`src/rtl/player_fsm_v2_pkg.sv`:
```
// Shared definitions for the per-player frame update engine: state codes,
// controller button bit positions and default gameplay tuning values.
package player_fsm_v2_pkg;

  localparam int STATE_DEPTH = 4;
  localparam int INPUT_DEPTH = 5;

  typedef enum logic [STATE_DEPTH-1:0] {
    IDLE    = 4'd0,
    WALK_F  = 4'd1,
    WALK_B  = 4'd2,
    BLOCK   = 4'd3,
    KICK    = 4'd4,
    GRAB    = 4'd5,
    HITSTUN = 4'd6,
    KO      = 4'd7,
    WIN     = 4'd8
  } state_t;

  // Button vector is {WF, WB, G, B, K}
  localparam int BTN_K  = 0;
  localparam int BTN_B  = 1;
  localparam int BTN_G  = 2;
  localparam int BTN_WB = 3;
  localparam int BTN_WF = 4;

  localparam int DEF_SCREEN_W      = 640;
  localparam int DEF_PLAYER_W      = 64;
  localparam int DEF_F_SPEED       = 4;
  localparam int DEF_B_SPEED       = 3;
  localparam int DEF_KICK_FRAMES   = 12;
  localparam int DEF_GRAB_FRAMES   = 16;
  localparam int DEF_HITSTUN_FRAMES = 10;
  localparam int DEF_KNOCKBACK     = 6;
  localparam int DEF_MAX_HP        = 100;
  localparam int DEF_DMG_KICK      = 15;
  localparam int DEF_BUF_FRAMES    = 4;

  // Highest-priority pressed button wins: K > B > G > WB > WF > nothing.
  function automatic state_t button_action(input logic [INPUT_DEPTH-1:0] btn);
    if (btn[BTN_K])  return KICK;
    if (btn[BTN_B])  return BLOCK;
    if (btn[BTN_G])  return GRAB;
    if (btn[BTN_WB]) return WALK_B;
    if (btn[BTN_WF]) return WALK_F;
    return IDLE;
  endfunction

endpackage

```
`src/rtl/player_fsm_v2_if.sv`:
```
// Per-player bus: controller/opponent inputs toward the engine and the
// committed player view toward the renderer.
interface player_fsm_v2_if #(
  parameter int POS_W   = 10,
  parameter int TIMER_W = 5,
  parameter int HP_W    = 7
);
  import player_fsm_v2_pkg::*;

  logic [INPUT_DEPTH-1:0] player_buttons;
  logic [POS_W-1:0]       other_player_position;
  logic                   opponent_attack_connected;
  logic                   player_attack_connected;
  logic                   opponent_ko;
  logic [STATE_DEPTH-1:0] state;
  logic [TIMER_W-1:0]     index;
  logic [POS_W-1:0]       position;
  logic [HP_W-1:0]        health;
  logic                   done_gen;

  modport master (
    output player_buttons, other_player_position, opponent_attack_connected,
           player_attack_connected, opponent_ko,
    input  state, index, position, health, done_gen
  );

  modport slave (
    input  player_buttons, other_player_position, opponent_attack_connected,
           player_attack_connected, opponent_ko,
    output state, index, position, health, done_gen
  );
endinterface

```
`src/rtl/frame_edge_sync.sv`:
```
// Brings the frame clock level into sys_clk and flags its rising edge for
// exactly one sys_clk cycle.
module frame_edge_sync (
  input  logic sys_clk,
  input  logic reset,
  input  logic frame_clk,
  output logic frame_rise
);
  logic sync_p0, sync_p1, prev_p2;

  // Two-flop synchronizer followed by a one-cycle history flop
  always_ff @(posedge sys_clk or negedge reset) begin
    if (!reset) begin
      sync_p0 <= 1'b0;
      sync_p1 <= 1'b0;
      prev_p2 <= 1'b0;
    end else begin
      sync_p0 <= frame_clk;
      sync_p1 <= sync_p0;
      prev_p2 <= sync_p1;
    end
  end

  assign frame_rise = sync_p1 & ~prev_p2;
endmodule

```
`src/rtl/player_fsm_v2.sv`:
```
// Per-player game-logic engine: one 3-cycle update (latch, compute, commit)
// per frame clock rising edge.
module player_fsm_v2
  import player_fsm_v2_pkg::*;
#(
  parameter int PLAYER_NUM     = 0,
  parameter int POS_W          = 10,
  parameter int SCREEN_W       = DEF_SCREEN_W,
  parameter int PLAYER_W       = DEF_PLAYER_W,
  parameter int START_POS      = 100,
  parameter int F_SPEED        = DEF_F_SPEED,
  parameter int B_SPEED        = DEF_B_SPEED,
  parameter int KICK_FRAMES    = DEF_KICK_FRAMES,
  parameter int GRAB_FRAMES    = DEF_GRAB_FRAMES,
  parameter int HITSTUN_FRAMES = DEF_HITSTUN_FRAMES,
  parameter int KNOCKBACK      = DEF_KNOCKBACK,
  parameter int MAX_HP         = DEF_MAX_HP,
  parameter int DMG_KICK       = DEF_DMG_KICK,
  parameter int BUF_FRAMES     = DEF_BUF_FRAMES,
  parameter int TIMER_W        = 5,
  parameter int HP_W           = 7
) (
  input  logic           sys_clk,
  input  logic           reset,
  input  logic           frame_clk,
  player_fsm_v2_if.slave bus
);
  localparam int X_MAX = SCREEN_W - PLAYER_W - 1;
  localparam int BUF_W = $clog2(BUF_FRAMES + 1);

  function automatic int frame_dur(input state_t s);
    case (s)
      KICK:    return KICK_FRAMES;
      GRAB:    return GRAB_FRAMES;
      HITSTUN: return HITSTUN_FRAMES;
      default: return 1;
    endcase
  endfunction

  function automatic logic [TIMER_W-1:0] timer_step(input state_t s, input logic [TIMER_W-1:0] t);
    if (int'(t) >= frame_dur(s) - 1) return '0;
    return t + 1'b1;
  endfunction

  function automatic logic [HP_W-1:0] hp_after_hit(input logic [HP_W-1:0] hp);
    if (hp >= HP_W'(DMG_KICK)) return hp - HP_W'(DMG_KICK);
    return '0;
  endfunction

  // Signed pixel step for the state entered this frame; left player faces +x.
  function automatic int walk_delta(input state_t s);
    int dir;
    dir = (PLAYER_NUM == 0) ? 1 : -1;
    case (s)
      WALK_F:  return dir * F_SPEED;
      WALK_B:  return -dir * B_SPEED;
      HITSTUN: return -dir * KNOCKBACK;
      default: return 0;
    endcase
  endfunction

  // Move, clamp to the screen, then keep the two sprites from overlapping.
  function automatic logic [POS_W-1:0] place(input logic [POS_W-1:0] pos, input state_t s,
                                             input logic [POS_W-1:0] other);
    int tgt;
    int oth;
    tgt = int'(pos) + walk_delta(s);
    if (tgt < 0) tgt = 0;
    if (tgt > X_MAX) tgt = X_MAX;
    oth = int'(other);
    if (PLAYER_NUM == 0) begin
      if (tgt + PLAYER_W > oth) tgt = (oth > PLAYER_W) ? oth - PLAYER_W : 0;
    end else if (tgt < oth + PLAYER_W) begin
      tgt = oth + PLAYER_W;
    end
    return POS_W'(tgt);
  endfunction

  logic frame_rise;
  logic accept;

  frame_edge_sync u_frame_edge_sync (
    .sys_clk   (sys_clk),
    .reset     (reset),
    .frame_clk (frame_clk),
    .frame_rise(frame_rise)
  );

  // Committed player state
  state_t             state_q;
  logic [TIMER_W-1:0] index_q;
  logic [POS_W-1:0]   pos_q;
  logic [HP_W-1:0]    hp_q;
  state_t             buf_act_q;
  logic [BUF_W-1:0]   buf_cnt_q;
  logic               done_q;

  // Stage 0: inputs sampled at the frame edge
  logic                   vld_p0;
  logic [INPUT_DEPTH-1:0] btn_p0;
  logic [POS_W-1:0]       other_p0;
  logic                   opp_hit_p0;
  logic                   own_hit_p0;
  logic                   opp_ko_p0;

  // Stage 1: staged next values awaiting commit
  logic               vld_p1;
  state_t             state_p1;
  logic [TIMER_W-1:0] index_p1;
  logic [POS_W-1:0]   pos_p1;
  logic [HP_W-1:0]    hp_p1;
  state_t             buf_act_p1;
  logic [BUF_W-1:0]   buf_cnt_p1;

  state_t             state_nx;
  state_t             act_c;
  logic [TIMER_W-1:0] index_nx;
  logic [POS_W-1:0]   pos_nx;
  logic [HP_W-1:0]    hp_nx;
  state_t             buf_act_nx;
  logic [BUF_W-1:0]   buf_cnt_nx;

  // A new frame edge is dropped while an update is still in flight
  assign accept = frame_rise & ~vld_p0 & ~vld_p1;

  // This player's own hit is sampled with the frame but never alters its own update
  logic unused_own_hit;
  assign unused_own_hit = own_hit_p0;

  // Frame resolution: KO/WIN hold, opponent KO, hit, timer hold, then action
  always_comb begin
    state_nx   = state_q;
    index_nx   = index_q;
    hp_nx      = hp_q;
    pos_nx     = pos_q;
    buf_act_nx = buf_act_q;
    buf_cnt_nx = (buf_cnt_q != '0) ? buf_cnt_q - 1'b1 : '0;
    act_c      = IDLE;
    if (state_q == KO || state_q == WIN) begin
      buf_cnt_nx = '0;
    end else begin
      if (opp_ko_p0) begin
        state_nx   = WIN;
        index_nx   = '0;
        buf_cnt_nx = '0;
      end else if (opp_hit_p0 && state_q != BLOCK) begin
        hp_nx      = hp_after_hit(hp_q);
        state_nx   = (hp_nx == '0) ? KO : HITSTUN;
        index_nx   = '0;
        buf_cnt_nx = '0;
      end else if (opp_hit_p0) begin
        index_nx   = '0;
        buf_cnt_nx = '0;
      end else if (int'(index_q) < frame_dur(state_q) - 1) begin
        index_nx = index_q + 1'b1;
        if (btn_p0[BTN_K]) begin
          buf_act_nx = KICK;
          buf_cnt_nx = BUF_W'(BUF_FRAMES);
        end else if (btn_p0[BTN_G]) begin
          buf_act_nx = GRAB;
          buf_cnt_nx = BUF_W'(BUF_FRAMES);
        end
      end else begin
        act_c      = (buf_cnt_q != '0) ? buf_act_q : button_action(btn_p0);
        state_nx   = act_c;
        index_nx   = (act_c == state_q) ? timer_step(state_q, index_q) : '0;
        buf_cnt_nx = '0;
      end
      pos_nx = place(pos_q, state_nx, other_p0);
    end
  end

  // Pipeline valids and the committed state; everything updates at once on commit
  always_ff @(posedge sys_clk or negedge reset) begin
    if (!reset) begin
      vld_p0    <= 1'b0;
      vld_p1    <= 1'b0;
      done_q    <= 1'b0;
      state_q   <= IDLE;
      index_q   <= '0;
      pos_q     <= POS_W'(START_POS);
      hp_q      <= HP_W'(MAX_HP);
      buf_act_q <= IDLE;
      buf_cnt_q <= '0;
    end else begin
      vld_p0 <= accept;
      vld_p1 <= vld_p0;
      done_q <= vld_p1;
      if (vld_p1) begin
        state_q   <= state_p1;
        index_q   <= index_p1;
        pos_q     <= pos_p1;
        hp_q      <= hp_p1;
        buf_act_q <= buf_act_p1;
        buf_cnt_q <= buf_cnt_p1;
      end
    end
  end

  // Data staging: sample inputs at the edge, then hold the computed next values
  always_ff @(posedge sys_clk) begin
    if (accept) begin
      btn_p0     <= bus.player_buttons;
      other_p0   <= bus.other_player_position;
      opp_hit_p0 <= bus.opponent_attack_connected;
      own_hit_p0 <= bus.player_attack_connected;
      opp_ko_p0  <= bus.opponent_ko;
    end
    if (vld_p0) begin
      state_p1   <= state_nx;
      index_p1   <= index_nx;
      pos_p1     <= pos_nx;
      hp_p1      <= hp_nx;
      buf_act_p1 <= buf_act_nx;
      buf_cnt_p1 <= buf_cnt_nx;
    end
  end

  assign bus.state    = state_q;
  assign bus.index    = index_q;
  assign bus.position = pos_q;
  assign bus.health   = hp_q;
  assign bus.done_gen = done_q;
endmodule

```
`src/flat_wrapper.sv`:
```
// flat-port wrapper written by rule: the top's interface ports become plain ports
module player_fsm_v2_flat import player_fsm_v2_pkg::*;
#(
  parameter int PLAYER_NUM     = 0,
  parameter int POS_W          = 10,
  parameter int SCREEN_W       = DEF_SCREEN_W,
  parameter int PLAYER_W       = DEF_PLAYER_W,
  parameter int START_POS      = 100,
  parameter int F_SPEED        = DEF_F_SPEED,
  parameter int B_SPEED        = DEF_B_SPEED,
  parameter int KICK_FRAMES    = DEF_KICK_FRAMES,
  parameter int GRAB_FRAMES    = DEF_GRAB_FRAMES,
  parameter int HITSTUN_FRAMES = DEF_HITSTUN_FRAMES,
  parameter int KNOCKBACK      = DEF_KNOCKBACK,
  parameter int MAX_HP         = DEF_MAX_HP,
  parameter int DMG_KICK       = DEF_DMG_KICK,
  parameter int BUF_FRAMES     = DEF_BUF_FRAMES,
  parameter int TIMER_W        = 5,
  parameter int HP_W           = 7
)
  (sys_clk, reset, frame_clk, bus_player_buttons, bus_other_player_position, bus_opponent_attack_connected, bus_player_attack_connected, bus_opponent_ko, bus_state, bus_index, bus_position, bus_health, bus_done_gen);
  player_fsm_v2_if #(.POS_W(POS_W), .TIMER_W(TIMER_W), .HP_W(HP_W)) bus_i ();
  input  logic sys_clk;
  input  logic reset;
  input  logic frame_clk;
  input wire logic [$bits(bus_i.player_buttons)-1:0] bus_player_buttons;
  input wire logic [$bits(bus_i.other_player_position)-1:0] bus_other_player_position;
  input wire logic [$bits(bus_i.opponent_attack_connected)-1:0] bus_opponent_attack_connected;
  input wire logic [$bits(bus_i.player_attack_connected)-1:0] bus_player_attack_connected;
  input wire logic [$bits(bus_i.opponent_ko)-1:0] bus_opponent_ko;
  output wire logic [$bits(bus_i.state)-1:0] bus_state;
  output wire logic [$bits(bus_i.index)-1:0] bus_index;
  output wire logic [$bits(bus_i.position)-1:0] bus_position;
  output wire logic [$bits(bus_i.health)-1:0] bus_health;
  output wire logic [$bits(bus_i.done_gen)-1:0] bus_done_gen;
  assign bus_i.player_buttons = bus_player_buttons;
  assign bus_i.other_player_position = bus_other_player_position;
  assign bus_i.opponent_attack_connected = bus_opponent_attack_connected;
  assign bus_i.player_attack_connected = bus_player_attack_connected;
  assign bus_i.opponent_ko = bus_opponent_ko;
  assign bus_state = bus_i.state;
  assign bus_index = bus_i.index;
  assign bus_position = bus_i.position;
  assign bus_health = bus_i.health;
  assign bus_done_gen = bus_i.done_gen;
  player_fsm_v2 #(.PLAYER_NUM(PLAYER_NUM), .POS_W(POS_W), .SCREEN_W(SCREEN_W), .PLAYER_W(PLAYER_W), .START_POS(START_POS), .F_SPEED(F_SPEED), .B_SPEED(B_SPEED), .KICK_FRAMES(KICK_FRAMES), .GRAB_FRAMES(GRAB_FRAMES), .HITSTUN_FRAMES(HITSTUN_FRAMES), .KNOCKBACK(KNOCKBACK), .MAX_HP(MAX_HP), .DMG_KICK(DMG_KICK), .BUF_FRAMES(BUF_FRAMES), .TIMER_W(TIMER_W), .HP_W(HP_W)) u_core (.sys_clk(sys_clk), .reset(reset), .frame_clk(frame_clk), .bus(bus_i));
endmodule
```
`config.mk`:
```
export PLATFORM = sky130hd
export DESIGN_NAME = player_fsm_v2_flat
export DESIGN_NICKNAME = d
export VERILOG_FILES = /design/src/rtl/player_fsm_v2_pkg.sv /design/src/rtl/player_fsm_v2_if.sv /design/src/rtl/frame_edge_sync.sv /design/src/rtl/player_fsm_v2.sv /design/src/flat_wrapper.sv
export SDC_FILE = /design/constraint.sdc
export NUM_CORES = 1
export LEC_CHECK = 0
export CAP_MARGIN = 10
export CORE_ASPECT_RATIO = 1.2
export CORE_MARGIN = 3
export CORE_UTILIZATION = 63
export CTS_BUF_LIST = sky130_fd_sc_hd__clkbuf_16
export DETAILED_ROUTE_END_ITERATION = 7
export PLACE_DENSITY_LB_ADDON = 0.1
export SETUP_SLACK_MARGIN = 0.02
export SKIP_CTS_REPAIR_TIMING = 1
export SLEW_MARGIN = 20
export SYNTH_ARGS = -nofsm -noshare
export SYNTH_HDL_FRONTEND = slang
export SYNTH_SLANG_ARGS = --single-unit
```
`constraint.sdc`:
```
create_clock -name sys_clk -period 14.45 [get_ports sys_clk]
set_input_delay 1.445 -clock sys_clk [delete_from_list [all_inputs] [get_ports sys_clk]]
set_output_delay 1.445 -clock sys_clk [all_outputs]
set_load 0.005 [all_outputs]
```
; ---- Word-level counts from Yosys, hierarchy flattened
; Index checks and enable logic that the tools add are counted.
[word_totals]
inputBits = 21
reg_bits = 89
wordCells = 185
out_inout_bits = 27
[classes]
n_eq_ne = 10
n_addsub = 8
order_cmp = 7
bitwise_logic = 8
reduce_logical = 6
n_mux = 123
[ops]
columns = op, count
row1 = $mux 32, 14
row2 = $mux 4, 34
row3 = $pmux 32 s3, 1
row4 = $sub 32x2->32 const B, 2
row5 = $mux 7, 8
row6 = $mux 1, 51
row7 = $mux 5, 8
row8 = $add 11x32->32, 1
row9 = $add 32x8->32 const B, 1
row10 = $ge 6x32->1, 1
row11 = $gt 32x11->1, 1
row12 = $gt 32x11->1 const B, 1
row13 = $lt 32x1->1 const B, 1
row14 = $lt 6x32->1, 1
row15 = $mux 10, 3
row16 = $eq 4x3->1 const B, 5
row17 = $pmux 5 s3, 1
row18 = $gt 10x7->1 const B, 1
row19 = $sub 10x7->10 const B, 1
row20 = $mux 3, 3
row21 = $reduce_or 8->1, 1
row22 = $ge 7x4->1 const B, 1
row23 = $logic_not 7->1, 1
row24 = $sub 7x4->7 const B, 1
row25 = 13 further kinds, 19

; ---- Longest topological paths before layout
[logic_depth]
word_depth = 73
ltp_mapped = 39
depth_no_buf = 39

; ---- Modules after synthesis
; Synthesis repeated with hierarchy kept, for this count alone.
[unflattened]
hier_cells = 478
area_unflattened_um2 = 5233.8
[by_module_without_submodules]
columns = module, seq_area_each_um2, n_inst, area_per_inst_um2, cells_each
row1 = player_fsm_v2, 2409.8, 1, 5144.9, 474
row2 = frame_edge_sync, 75.1, 1, 88.8, 4

; ---- Worst setup path after synthesis
; OpenSTA, ideal clock, no wires.
[synth_timing]
path_type = reg-to-reg
startpoint = register u_core.state_q[1] (netlist: u_core.bus.state[1])
endpoint = register u_core.pos_p1[1], data pin
setup_time_ns = 0.264
period_less_slack_ns = 7.448
t_arrival_ns = 7.183
n_path_buf = 1
slack_ns = 7.002
t_required_ns = 14.186
path_stages_with_launch = 35
cell_sequence = dfrtp_1 -> clkbuf_1 -> nor2_1 -> nand2_1 -> inv_1 -> ha_1 -> ha_1 -> nand2_1 -> a211oi_1 -> nor4b_2 -> a221oi_4 -> nand3_4 -> nor2_1 -> ha_1 -> inv_1 -> fa_1 -> nor2b_1 -> o2111ai_1 -> a21oi_1 -> o41ai_2 -> or4bb_2 -> ha_1 -> nor4bb_1 -> nand2_1 -> nor3_1 -> o31ai_4 -> a22oi_1 -> nor2_1 -> ha_1 -> nand4_1 -> o32a_1 -> o21ai_1 -> nor3_1 -> a22oi_1 -> o21ai_0
[synth_via]
elab_chain_len = 27
word_cells_on_any_way = 36
cone_classes = add/sub (3) / order compare (4) / eq/ne (9) / mux (18) / reduce/logical (2)
[synth_lines]
columns = element, line
row1 = "start, declared", player_fsm_v2.sv:90  ; state_t state_q;
row2 = "start signal, assigned", player_fsm_v2.sv:190  ; state_q <= state_p1;
row3 = $eq 4x3->1, player_fsm_v2.sv:32  ; case (s)
row4 = $pmux 5 s3, player_fsm_v2.sv:32
row5 = $mux 32, player_fsm_v2.sv:151  ; end else if (opp_hit_p0) begin
row6 = $mux 32, player_fsm_v2.sv:146  ; end else if (opp_hit_p0 && state_q != BLOCK) begin
row7 = $mux 32, player_fsm_v2.sv:142  ; if (opp_ko_p0) begin
row8 = $mux 32, player_fsm_v2.sv:139  ; if (state_q == KO || state_q == WIN) begin
row9 = $sub 32x2->32, player_fsm_v2.sv:154  ; end else if (int'(index_q) < frame_dur(state_q) - 1) begin
row10 = $lt 6x32->1, player_fsm_v2.sv:154
row11 = [12 not listed], -
row12 = $gt 32x11->1, player_fsm_v2.sv:69  ; if (tgt > X_MAX) tgt = X_MAX;
row13 = $mux 32, player_fsm_v2.sv:69
row14 = $mux 32, player_fsm_v2.sv:139
row15 = $add 32x8->32, player_fsm_v2.sv:72  ; if (tgt + PLAYER_W > oth) tgt = (oth > PLAYER_W) ? oth - PLAYER_W : 0;
row16 = $gt 32x11->1, player_fsm_v2.sv:72
row17 = $mux 10, player_fsm_v2.sv:72
row18 = $mux 10 (*), player_fsm_v2.sv:139
row19 = named net u_core.pos_nx[1], player_fsm_v2.sv:118  ; logic [POS_W-1:0] pos_nx;
row20 = "end signal, assigned", player_fsm_v2.sv:212  ; pos_p1 <= pos_nx;
row21 = "end, declared", player_fsm_v2.sv:110  ; logic [POS_W-1:0] pos_p1;
; Mark *: on every way through the listed nets, which the timed path passes. The rest lies on a longest branch. The select of a mux whose other input is x is not followed.
; A chain may end at the register's enable or synchronous reset.

; ---- Final worst setup path
[layout_timing]
startpoint = register u_core.state_q[3] (netlist: u_core.bus.state[3])
endpoint = register u_core.pos_p1[3], data pin
; Same word-level chain as after synthesis.

==> impl_results.md <==
* Final cell count without fillers at 664
* Clock sinks at 89
* Post-synth EDFFs at 50
* WL/cell at 17.16 µm
* Critical path capture point type: flop
* Placer Congestion at approximately 0.9
* Slew HR at 0.3714
* Met2 GRT Util at 0.4404
* CTS buffer count at 9
* Nets at about 610
* Area Overhead vs Synth at 15.60%
* Cells after Synth at 498
* Worst skew pair latency at between 0.3 and 0.4 ns
* Slowest CP cell: or4bb_2
* Initial DRC count at 370
* Syn nets at approximately 560
* Tcrit/Tclk final at 0.6235
* Share of the synthesized area in the top cell type at 0.2774
* GRT Residual Overflow at 0
* Core footprint at roughly 8200 µm²
* Peak supply drop at about 0.11 mV
* Top FF cell, synth: edfxtp_1
* Placement Setup Slack at roughly 5.7 ns
* Largest net degree at the start of global routing at 42
* Diode count at 0
* CP Max Fanout at 8
* Achievable Freq at 0.1110 GHz
* Slew @ Worst Pin at around 0.94 ns
* Post-route antenna net violation count at 0
* Detailed Route WL at roughly 11 mm
* Buffers on Ports at 46
* RSZ-0062 raised after global routing: no
* Share of the yosys chip area belonging to registers at 0.4591
* Post-synth ARST share at 0.4382
* Number of global-route vias before repair at 4133
* WP data arrival at 9.16 ns
* WP buf/inv at 2
* Max-slew violation count at 0
* Most used cell, CP: nand2_1
* Met1 GRT Util at 0.3066
* CTS root buffer: clkbuf_16
* Final hold viol count at 0
* Synthesized cell area at between 5000 and 6000 µm²
* Worst-case clock buffer depth at 2
* Initial antenna violation count at 0
* Vias at 4052
* Endpoints failing setup at 0
* CP max stage delay at 0.63 ns
* Die Area at 9744 µm²
* Vert. Die Dim at 107.5 µm
* CP Launch Type: flop
* Number of placed I/O pins at 48
* Minimum clock period after layout at 9.009 ns
* First drt pass iteration count at 6
* Crit path kind: flop to flop
* DP Wirelength at 8.117 mm
* DRC Markers at 0
* Max-Cap Viols at 0
* CTS tree: yes
* Synth Register Bits at 89
* HP Class: flop to flop
* Status: complete, no violations
* Share of cells above drive strength 1 at 0.1509
* Routed vias/inst at 6.102
* H-tree depth at 3
* GRT busiest layer: met2
* Clock slew at reported path FFs at 0.06 ns
* Setup TNS at 0 ns
* Initial Utilization at 0.6566
* GRT Total Usage at 0.2518
* First-pass GRT wire length at 19.46 mm
* Pwr dens at 170.7 nW/µm²
* Die W at 90.62 µm
* Post-Place Cells at 648
* Static leakage at 2.460 nW
* Yosys warnings at 0
* Clock skew at about 0.008 ns
* Rows at 36
* Largest area contributor in the netlist: edfxtp_1
* Mean post-synth cell area at 10.87 µm²
* Top cells by area, synth: edfxtp_1 28%, dfrtp_1 15%, ha_1 9.0%
* Setup ws final at 5.441 ns
* Worst path top cell family by delay: compound AO/OA/AOI/OAI gates
* Count of cell types in the netlist at 86
* Met3 GRT Util at 0.04895
* CP required at 14.60 ns
-- final timing paths --
check                                                       from                               end  slack [ns]  cells after the start
worst min register to register  u_core.u_frame_edge_sync.sync_p0  u_core.u_frame_edge_sync.sync_p1        0.35                      0
worst min-delay path            u_core.u_frame_edge_sync.sync_p0  u_core.u_frame_edge_sync.sync_p1        0.35                      0
min in group asynchronous                                  reset               u_core.buf_cnt_q[0]        1.24                      1
max in group asynchronous                                  reset            u_core.bus.position[4]       12.61                      1
worst max-delay path                         u_core.bus.state[3]                  u_core.pos_p1[3]        5.44                     36
worst max register to register               u_core.bus.state[3]                  u_core.pos_p1[3]        5.44                     36
-- final cells by class --
class                      instances  area [µm²]
multi-input combinational        368        2729
sequential                        89        2485
fill                             559        1986
timing repair buffer              49       478.0
clock buffer                       9       225.2
tap                              114       142.6
inverter                          28       105.1
clock inverter                     7       92.59
-- cell usage after synthesis (all sizes together), types with 7 or more instances --
library cell  instances
nor2                 38
edfxtp               50
nand2                42
mux2                 27
a21o                  7
nor3                 18
dfrtp                33
xnor2                 7
o21ai                33
clkbuf                7
nor2b                15
a21oi                24
inv                  28
ha                   39
a22oi                 7
nand3                13
-- metal layers --
layer	vias up	routed length (µm)
met4	0	233
met2	108	5866
li1	1951	-
met1	1971	4822
met5	-	0
met3	22	473
-- flip-flops by register name, summed over array words and instances, names as in the netlist, 5 cells and up --
signal	cells
u_core.bus.health	7
u_core.other_p0	10
u_core.btn_p0	5
u_core.bus.index	5
u_core.index_p1	5
u_core.bus.position	10
u_core.pos_p1	10
u_core.hp_p1	7
-- layout by cell type, fill, tap and decap left out, types with 3 or more instances in the layout --
master,n
o31ai_1,4
nand2_1,41
o21ai_1,3
nand4_1,6
nor2_1,38
nor2b_1,15
edfxtp_1,50
xnor2_1,7
a21o_1,5
a211oi_1,3
nor3_1,17
o211ai_1,4
o21a_1,4
xor2_1,3
a22oi_1,7
dfrtp_1,33
ha_1,39
a21oi_1,24
clkdlybuf4s50_1,45
o21ai_0,30
nand3_1,12
inv_1,27
buf_4,3
nand2b_1,6
nor4_1,3
a31oi_1,3
mux2_2,27
dfstp_2,6
clkbuf_16,9
-- per-stage QoR --
step	utilization	hold slack (ns)	cell area (µm²)	power (mW)
floorplan	-	0.3312	5413	0.6900
global placement	0.7206	0.3369	5939	0.8004
detailed placement	0.7206	0.3364	5939	0.8173
CTS	0.7591	0.3504	6257	1.069
global route	0.7591	0.3610	6257	1.142
finish	0.7591	0.3488	6257	1.068
-- report_power, final --
part           switching [mW]  total (mW)  internal (mW)
registers              0.0483       0.371          0.323
logic                   0.244       0.451          0.206
clock network          0.0950       0.246          0.151
total                   0.388        1.07          0.681
-- kinds of logic after synthesis --
family | after synthesis | share of synthesized area
compound gates | 120 | 0.1604
xor+xnor | 10 | 0.01618
fa+ha+maj | 40 | 0.09385
buf+inv | 41 | 0.03791
flops | 89 | 0.4591
mux | 30 | 0.06241
simple gates | 168 | 0.1701
No activity file was read; power rests on OpenSTA's default activity.
